===== src/rtl/ps2_host_tx_if.sv =====
// Command handshake and transfer status between a requester and the PS/2 host transmitter.
interface ps2_host_tx_if;
  logic [7:0] tx_data;
  logic       tx_valid;
  logic       tx_ready;
  logic       busy;
  logic       done;
  logic       ack_err;
  logic       timeout;

  modport master (
    output tx_data, tx_valid,
    input  tx_ready, busy, done, ack_err, timeout
  );

  modport slave (
    input  tx_data, tx_valid,
    output tx_ready, busy, done, ack_err, timeout
  );
endinterface


===== src/rtl/ps2_host_tx.sv =====
// PS/2 host-to-device command transmitter: inhibit, request-to-send, device-clocked frame, ACK check.
// Pads are driven open-drain through the *_oe outputs (1 = pull low).
module ps2_host_tx #(
  parameter int INHIBIT_CYCLES = 6600,
  parameter int RTS_CYCLES     = 16,
  parameter int START_TIMEOUT  = 975000,
  parameter int PACKET_TIMEOUT = 130000,
  parameter int FILTER_LEN     = 8
) (
  input  logic         clk,
  input  logic         rst,
  ps2_host_tx_if.slave bus,
  input  logic         ps2_clk_in,
  input  logic         ps2_data_in,
  output logic         ps2_clk_oe,
  output logic         ps2_data_oe
);

  localparam int T1 = (START_TIMEOUT > PACKET_TIMEOUT) ? START_TIMEOUT : PACKET_TIMEOUT;
  localparam int T2 = (T1 > INHIBIT_CYCLES) ? T1 : INHIBIT_CYCLES;
  localparam int T3 = (T2 > RTS_CYCLES) ? T2 : RTS_CYCLES;
  localparam int TW = $clog2(T3 + 1);
  localparam int FW = $clog2(FILTER_LEN + 1);

  typedef enum logic [2:0] {IDLE, INHIBIT, RTS, SHIFT, ACK_WAIT, RELEASE, DONE} state_t;

  state_t          state;
  logic [TW-1:0]   timer;
  logic [8:0]      shift;
  logic [3:0]      cnt;
  logic            first_seen;
  logic            err;

  logic [1:0]      clk_sync;
  logic [1:0]      data_sync;
  logic [FW-1:0]   filt_cnt;
  logic            filt;
  logic            filt_q;
  logic            data_s;
  logic            fall;
  logic            in_link;
  logic            expired;
  logic [TW-1:0]   link_timer;

  // The device clock only changes level after FILTER_LEN consecutive disagreeing samples.
  always_ff @(posedge clk or negedge rst) begin
    if (!rst) begin
      clk_sync  <= 2'b11;
      data_sync <= 2'b11;
      filt      <= 1'b1;
      filt_q    <= 1'b1;
      filt_cnt  <= '0;
    end else begin
      clk_sync  <= {clk_sync[0], ps2_clk_in};
      data_sync <= {data_sync[0], ps2_data_in};
      filt_q    <= filt;
      if (clk_sync[1] == filt) begin
        filt_cnt <= '0;
      end else if (filt_cnt == FW'(FILTER_LEN - 1)) begin
        filt     <= clk_sync[1];
        filt_cnt <= '0;
      end else begin
        filt_cnt <= filt_cnt + FW'(1);
      end
    end
  end

  assign data_s     = data_sync[1];
  assign fall       = filt_q & ~filt;
  assign in_link    = (state == SHIFT) || (state == ACK_WAIT) || (state == RELEASE);
  assign expired    = in_link && (first_seen ? (timer == TW'(PACKET_TIMEOUT - 1))
                                             : (timer == TW'(START_TIMEOUT - 1)));
  assign link_timer = (fall && !first_seen) ? '0 : timer + TW'(1);

  // The timer restarts on the first device edge so the packet limit counts from there.
  always_ff @(posedge clk or negedge rst) begin
    if (!rst) begin
      state        <= IDLE;
      timer        <= '0;
      shift        <= '0;
      cnt          <= '0;
      first_seen   <= 1'b0;
      err          <= 1'b0;
      ps2_clk_oe   <= 1'b0;
      ps2_data_oe  <= 1'b0;
      bus.tx_ready <= 1'b1;
      bus.busy     <= 1'b0;
      bus.done     <= 1'b0;
      bus.ack_err  <= 1'b0;
      bus.timeout  <= 1'b0;
    end else if (expired) begin
      ps2_clk_oe  <= 1'b0;
      ps2_data_oe <= 1'b0;
      bus.done    <= 1'b1;
      bus.timeout <= 1'b1;
      bus.ack_err <= 1'b0;
      state       <= DONE;
    end else begin
      case (state)
        IDLE: begin
          if (bus.tx_valid) begin
            shift        <= {~^bus.tx_data, bus.tx_data};
            timer        <= '0;
            err          <= 1'b0;
            ps2_clk_oe   <= 1'b1;
            bus.busy     <= 1'b1;
            bus.tx_ready <= 1'b0;
            state        <= INHIBIT;
          end
        end
        INHIBIT: begin
          if (timer == TW'(INHIBIT_CYCLES - 1)) begin
            timer       <= '0;
            ps2_data_oe <= 1'b1;
            state       <= RTS;
          end else begin
            timer <= timer + TW'(1);
          end
        end
        RTS: begin
          if (timer == TW'(RTS_CYCLES - 1)) begin
            timer      <= '0;
            cnt        <= '0;
            first_seen <= 1'b0;
            ps2_clk_oe <= 1'b0;
            state      <= SHIFT;
          end else begin
            timer <= timer + TW'(1);
          end
        end
        SHIFT: begin
          timer <= link_timer;
          if (fall) begin
            first_seen  <= 1'b1;
            ps2_data_oe <= ~shift[0];
            shift       <= {1'b1, shift[8:1]};
            if (cnt == 4'd9) begin
              state <= ACK_WAIT;
            end else begin
              cnt <= cnt + 4'd1;
            end
          end
        end
        ACK_WAIT: begin
          timer <= link_timer;
          if (fall) begin
            err   <= data_s;
            state <= RELEASE;
          end
        end
        RELEASE: begin
          timer <= link_timer;
          if (filt && data_s) begin
            bus.done    <= 1'b1;
            bus.ack_err <= err;
            bus.timeout <= 1'b0;
            state       <= DONE;
          end
        end
        DONE: begin
          bus.done     <= 1'b0;
          bus.ack_err  <= 1'b0;
          bus.timeout  <= 1'b0;
          bus.busy     <= 1'b0;
          bus.tx_ready <= 1'b1;
          state        <= IDLE;
        end
        default: state <= IDLE;
      endcase
    end
  end

endmodule


===== src/flat_wrapper.sv =====
// flat-port wrapper written by rule: the top's interface ports become plain ports
module ps2_host_tx_flat 
#(
  parameter int INHIBIT_CYCLES = 6600,
  parameter int RTS_CYCLES     = 16,
  parameter int START_TIMEOUT  = 975000,
  parameter int PACKET_TIMEOUT = 130000,
  parameter int FILTER_LEN     = 8
)
  (clk, rst, ps2_clk_in, ps2_data_in, ps2_clk_oe, ps2_data_oe, bus_tx_data, bus_tx_valid, bus_tx_ready, bus_busy, bus_done, bus_ack_err, bus_timeout);
  ps2_host_tx_if bus_i ();
  input  logic clk;
  input  logic rst;
  input  logic ps2_clk_in;
  input  logic ps2_data_in;
  output logic ps2_clk_oe;
  output logic ps2_data_oe;
  input wire logic [$bits(bus_i.tx_data)-1:0] bus_tx_data;
  input wire logic [$bits(bus_i.tx_valid)-1:0] bus_tx_valid;
  output wire logic [$bits(bus_i.tx_ready)-1:0] bus_tx_ready;
  output wire logic [$bits(bus_i.busy)-1:0] bus_busy;
  output wire logic [$bits(bus_i.done)-1:0] bus_done;
  output wire logic [$bits(bus_i.ack_err)-1:0] bus_ack_err;
  output wire logic [$bits(bus_i.timeout)-1:0] bus_timeout;
  assign bus_i.tx_data = bus_tx_data;
  assign bus_i.tx_valid = bus_tx_valid;
  assign bus_tx_ready = bus_i.tx_ready;
  assign bus_busy = bus_i.busy;
  assign bus_done = bus_i.done;
  assign bus_ack_err = bus_i.ack_err;
  assign bus_timeout = bus_i.timeout;
  ps2_host_tx #(.INHIBIT_CYCLES(INHIBIT_CYCLES), .RTS_CYCLES(RTS_CYCLES), .START_TIMEOUT(START_TIMEOUT), .PACKET_TIMEOUT(PACKET_TIMEOUT), .FILTER_LEN(FILTER_LEN)) u_core (.clk(clk), .rst(rst), .bus(bus_i), .ps2_clk_in(ps2_clk_in), .ps2_data_in(ps2_data_in), .ps2_clk_oe(ps2_clk_oe), .ps2_data_oe(ps2_data_oe));
endmodule

===== config.mk =====
export PLATFORM = sky130hd
export DESIGN_NAME = ps2_host_tx_flat
export DESIGN_NICKNAME = d
export VERILOG_FILES = /design/src/rtl/ps2_host_tx_if.sv /design/src/rtl/ps2_host_tx.sv /design/src/flat_wrapper.sv
export SDC_FILE = /design/constraint.sdc
export NUM_CORES = 1
export LEC_CHECK = 0
export BUFFER_PORTS_ARGS = -buffer_cell sky130_fd_sc_hd__buf_2
export CAP_MARGIN = 40
export CORE_ASPECT_RATIO = 1.25
export CORE_MARGIN = 3
export CORE_UTILIZATION = 55
export DETAILED_ROUTE_END_ITERATION = 8
export GPL_ROUTABILITY_DRIVEN = 0
export PLACE_DENSITY = 0.76
export RECOVER_POWER = 50
export SLEW_MARGIN = 10
export SYNTH_ARGS = -nofsm -noshare
export SYNTH_HDL_FRONTEND = slang
export SYNTH_SLANG_ARGS = --single-unit

===== constraint.sdc =====
create_clock -name clk -period 2.4 [get_ports clk]
set_input_delay 0.24 -clock clk [delete_from_list [all_inputs] [get_ports clk]]
set_output_delay 0.24 -clock clk [all_outputs]
set_load 0.005 [all_outputs]

Word level (Yosys, flattened, before mapping)

Cells that the tools add are included.

Reductions and logical operators: 28
Mux-type cells: 48
Equality and inequality tests: 25
Bitwise operators: 5
Add/subtract/negate cells: 3

Operators with widths:

| operator                                                          | count |
|---|---|
| 20-bit 2-to-1 mux                                                 | 4 |
| 20-bit case mux with 4 select lines                               | 1 |
| 3-bit 2-to-1 mux                                                  | 8 |
| 20-bit by 1-bit adder with 20-bit output, second input constant   | 1 |
| 20-bit by 13-bit == test with 1-bit output, second input constant | 1 |
| 20-bit by 17-bit == test with 1-bit output, second input constant | 1 |
| 20-bit == test, second input constant                             | 1 |
| 20-bit by 4-bit == test with 1-bit output, second input constant  | 1 |
| 4-bit 2-to-1 mux                                                  | 5 |
| 9-bit 2-to-1 mux                                                  | 2 |
| 1-bit case mux with 2 select lines                                | 9 |
| 3-bit case mux with 6 select lines                                | 1 |
| 9-bit case mux with 2 select lines                                | 1 |
| 1-bit 2-to-1 mux                                                  | 16 |
| 3-bit by 1-bit != test with 1-bit output, second input constant   | 4 |
| 3-bit AND reduction                                               | 4 |
| 4-bit AND reduction                                               | 3 |
| 3-bit == test, second input constant                              | 3 |
| 3-bit by 2-bit != test with 1-bit output, second input constant   | 3 |
| 3-bit nonzero test                                                | 3 |
| 4-bit by 1-bit adder with 4-bit output, second input constant     | 2 |
| 4-bit case mux with 2 select lines                                | 1 |
| 2-bit nonzero test                                                | 4 |
| 8-bit XNOR reduction                                              | 1 |
| other kinds (18)                                                  | 29 |

Flip-flop bits (word level): 55
Word-level logic and storage cells: 127
Output and inout bits: 7

Longest topological paths before layout

Depth in word-level cells: 6
Depth in mapped cells: 9

Worst setup path before layout

Ideal clock, no wire load.

Path kind: register to register
Start: reg u_core.timer[3]
End: reg u_core.timer[10]
Library setup time: 121 ps
Arrival time: 2,328 ps
Cell stages (with the launch flop): 10
Setup slack: -49 ps
Path through: dfrtp_1 buf_6 or4b_4 a2111oi_4 o21ai_2 o211a_1 nor2b_4 buf_6 buf_6 a22o_1

Cells in the longest elaborated chain, start to end: 5
Elaborated cells on any way between the ends: 13

RTL lines:

| item                                                                             | RTL line           | text |
|---|---|---|
| start: declaration                                                               | ps2_host_tx.sv:28  | `logic [TW-1:0] timer;` |
| start signal: assignment                                                         | ps2_host_tx.sv:117 | `timer <= timer + TW'(1);` |
| start signal: assignment                                                         | ps2_host_tx.sv:128 | `timer <= timer + TW'(1);` |
| start signal: assignment                                                         | ps2_host_tx.sv:132 | `timer <= link_timer;` |
| branches (longest 5 deep; another with 20-bit by 1-bit adder with 20-bit output) | --                 |  |

Several ways; the timed one is not identified.
A chain may end at the register's enable or synchronous reset.

Worst setup path in the final report

Start: reg u_core.timer[6]
End: reg u_core.timer[4]

Cells in the longest elaborated chain, start to end: 5
Elaborated cells on any way between the ends: 11

RTL lines:

| item                                                                         | RTL line                             | text |
|---|---|---|
| 20-bit == test or 20-bit by 17-bit == test with 1-bit output (tied branches) | ps2_host_tx.sv:72, ps2_host_tx.sv:71 |  |
| 1-bit 2-to-1 mux                                                             | ps2_host_tx.sv:71                    | `assign expired = in_link && (first_seen ? (timer == TW'(PACKET_TIMEOUT - 1))` |
| 1-bit logical AND                                                            | ps2_host_tx.sv:71                    |  |
| 1-bit NOT (no source line)                                                   | --                                   |  |
| 3-bit AND reduction (no source line)                                         | --                                   |  |

Parallel ways exist; a longest one is shown, timed or not.

==> impl_metrics.yaml <==
grt:
  grt.total_usage_pct: 21.8
  antenna_found_initial: 0
  grt_pass1_vias: 2612
  grt_first_pass_wirelength_um: 11500
  grt_max_degree: 56
  grt_overflow: 0
sta:
  tns_ns: 0
  finalSetupViolations: 0
  rsz0062_at_grt: "yes"
  worst_slack_ns: 0.0235
  fmax_mhz: 421
  clock_skew_ns: 0.00700
  slew_viol_final: 0
  hold_viol: 0
  worstMarginPinSlew_ns: 1.32
  period_needed_ns: 2.38
  max_slew_margin_pct: 11.7
  fin_crit_sh_pct: 99.0
yosys:
  ys_seq_area_share_pct: 44.9
  ys_warn_count: 0
  synth_largest_area_cell: "dfrtp_1"
  syn_area_per_cell_sq_um: 8.91
  synth-async-reset-ratio_pct: 100
  synth_edf_count: 0
  ys_seq_elements: 55
  ys_top_cells_by_area: "dfrtp_1 39%, dfstp_2 6.0%, a22o_1 5.1%"
  syn-num-nets: 363
  synth_top_cell_area_share_pct: 38.9
  synth.most_common_cell: "dfrtp_1"
  syn_area_sq_mm: 0.00308
  synth_common_cells: "48 x dfrtp_1, 39 x nand2_1, 39 x nor2_1"
  synthCells: 346
  synth-main-ff-cell: "dfrtp_1"
  synth_cell_types: 51
clocking:
  clk_pin_slew_worst_paths_ns: 0.10
  cts.path.max_buffers: 2
  clockRootBuffer: "clkbuf_8"
  clock_latency_ns: 0.30
  postCtsSetupBuffers: 0
  cts_tree: "built"
  h-tree-depth: 2
  cts_made_buffers: 5
  clock-sinks: 55
placed_design:
  io_buffers: 19
  dpl.hpwl_um: 4810
  dp.cells: 439
  place_worst_setup_slack_ns: 0.0627
route:
  drc_errors: 0
  vias: 2675
  ant_nets: 0
  via_per_inst: 5.97
  route.detailed.wl_per_inst_um: 15.0
  routed_wirelength_um: 6700
  drt_iter0_drc: 194
  firstDrtPassIters: 4
finish:
  stdcell_count: 448
  syn_to_final_growth_pct: 14.5
  nets: 402
  fin_util_pct: 67.1
  layout-drive-gt1-share_pct: 17.6
  n_antenna_cell: 0
critical_path:
  critPathCaptureType: "register"
  cp.arrival_ns: 2.57
  crit_path_start_kind: "register"
  required_ns: 2.59
  critPathKind: "register to register"
  cp_max_fo: 17
run:
  drv_cap: 0
die:
  initial_core_util_pct: 58.6
  io_pins: 20
  core_area_sq_mm: 0.00526
  rows: 29
  die_w_um: 73.0
  dieArea_sq_mm: 0.00655
  die_height_um: 89.7
run_status:
  outcome: "finished clean"
power_and_ir_drop:
  p_leak_nw: 1.63
  ir_worst_vdd_mv: 0.525
  p_per_area_mw_per_mm2: 999
min_path:
  holdCritPathClass: "input pin to register"
routing by layer:
metal / wire length (um) / vias to the layer above / share of wire (%) / global-route usage [%]
met5: 0 / - / 0 / 0
met4: 102 / 0 / 1.5 / 8.77
met3: 228 / 9 / 3.4 / 3.46
met2: 3380 / 62 / 50 / 36.6
met1: 2990 / 1283 / 45 / 27.3
li1: - / 1321 / - / -
cell type report:
class                           instances  area (sq um)
Clock buffer                            7          86.3
Clock inverter                          1          8.76
Fill cell                             432          1730
Inverter                               16          60.1
Multi-Input combinational cell        258          1570
Sequential cell                        55          1390
Tap cell                               62          77.6
Timing Repair Buffer                   49           344
per-stage QoR:
stage / total power [W] / hold slack (ns) / cell area (sq um)
after global routing: 0.00383 / 0.00317 / 3530
after floorplan: 0.00250 / -0.0556 / 3080
final: 0.00353 / 0.0224 / 3530
after detailed placement: 0.00297 / 0.273 / 3410
after CTS: 0.00351 / 0.00995 / 3520
after global placement: 0.00291 / 0.257 / 3410
power breakdown:
part / total [W] / switching, W / internal, W
logic: 0.00166 / 0.000942 / 0.000721
registers: 0.00133 / 0.000181 / 0.00115
clock network: 0.000530 / 0.000293 / 0.000237
total: 0.00353 / 0.00142 / 0.00211
logic make-up after synthesis:
logic type	Yosys count	synth area share (%)
and+or+nand+nor	147	23.9
xor gates and xnor gates	9	2.56
adders and majority gates	4	1.62
DFF	55	44.9
AOI/OAI and AO/OA	94	20.9
muxes	4	1.42
buffers and inverters	33	4.75
critical path, stage by stage (launching register included):
cell and delay, ns:
dfrtp_1 0.39, or4b_4 0.55, a2111oi_4 0.43, o211ai_1 0.26
o211a_1 0.20, nor2b_4 0.20, a22o_1 0.23
flip-flops by register name, summed over array words and instances (netlist names), 2 cells and up:
signal	flops
u_core.state	3
u_core.cnt	4
u_core.filt_cnt	4
u_core.shift	9
u_core.timer	20
u_core.data_sync	2
u_core.clk_sync	2
layout by cell type (no fill, tap or decap), types with 3 or more instances in the layout:
| cell type | count |
|---|---|
| a21o_1 | 3 |
| o21ai_0 | 27 |
| nand2b_1 | 3 |
| buf_4 | 25 |
| o211a_1 | 4 |
| dfrtp_1 | 48 |
| nand4_1 | 4 |
| dfstp_2 | 6 |
| nand3_1 | 10 |
| and3_1 | 6 |
| a21oi_1 | 12 |
| nand2_1 | 39 |
| nor4_1 | 4 |
| clkbuf_8 | 6 |
| nor3_1 | 16 |
| nor2b_1 | 9 |
| buf_2 | 19 |
| nor2_1 | 38 |
| o21ai_1 | 3 |
| and4_1 | 4 |
| a22o_1 | 18 |
| o22ai_1 | 4 |
| inv_1 | 16 |
| xnor2_1 | 8 |
| a31oi_1 | 11 |
| ha_1 | 4 |
worst paths after layout:
check | endpoint | cells past startpoint | slack (ns) | from
setup / recovery | u_core.timer[4] | 6 | 0.02 | u_core.timer[6]
hold / removal | u_core.data_sync[0] | 1 | 0.02 | ps2_data_in
setup reg to reg | u_core.timer[4] | 6 | 0.02 | u_core.timer[6]
hold reg to reg | u_core.clk_sync[1] | 0 | 0.36 | u_core.clk_sync[0]
max in group asynchronous | u_core.timer[15] | 3 | 0.76 | rst
min in group asynchronous | u_core.state[1] | 3 | 0.85 | rst
timing repair:
| action | 4_1_cts | 5_1_grt |
|---|---|---|
| hold buffers | 1 | 0 |
| setup endpoints to repair | 0 | 28 |
| hold endpoints to repair | 48 | 0 |
| gates resized for setup | 0 | 6 |
No activity file was read; power rests on OpenSTA's default activity.
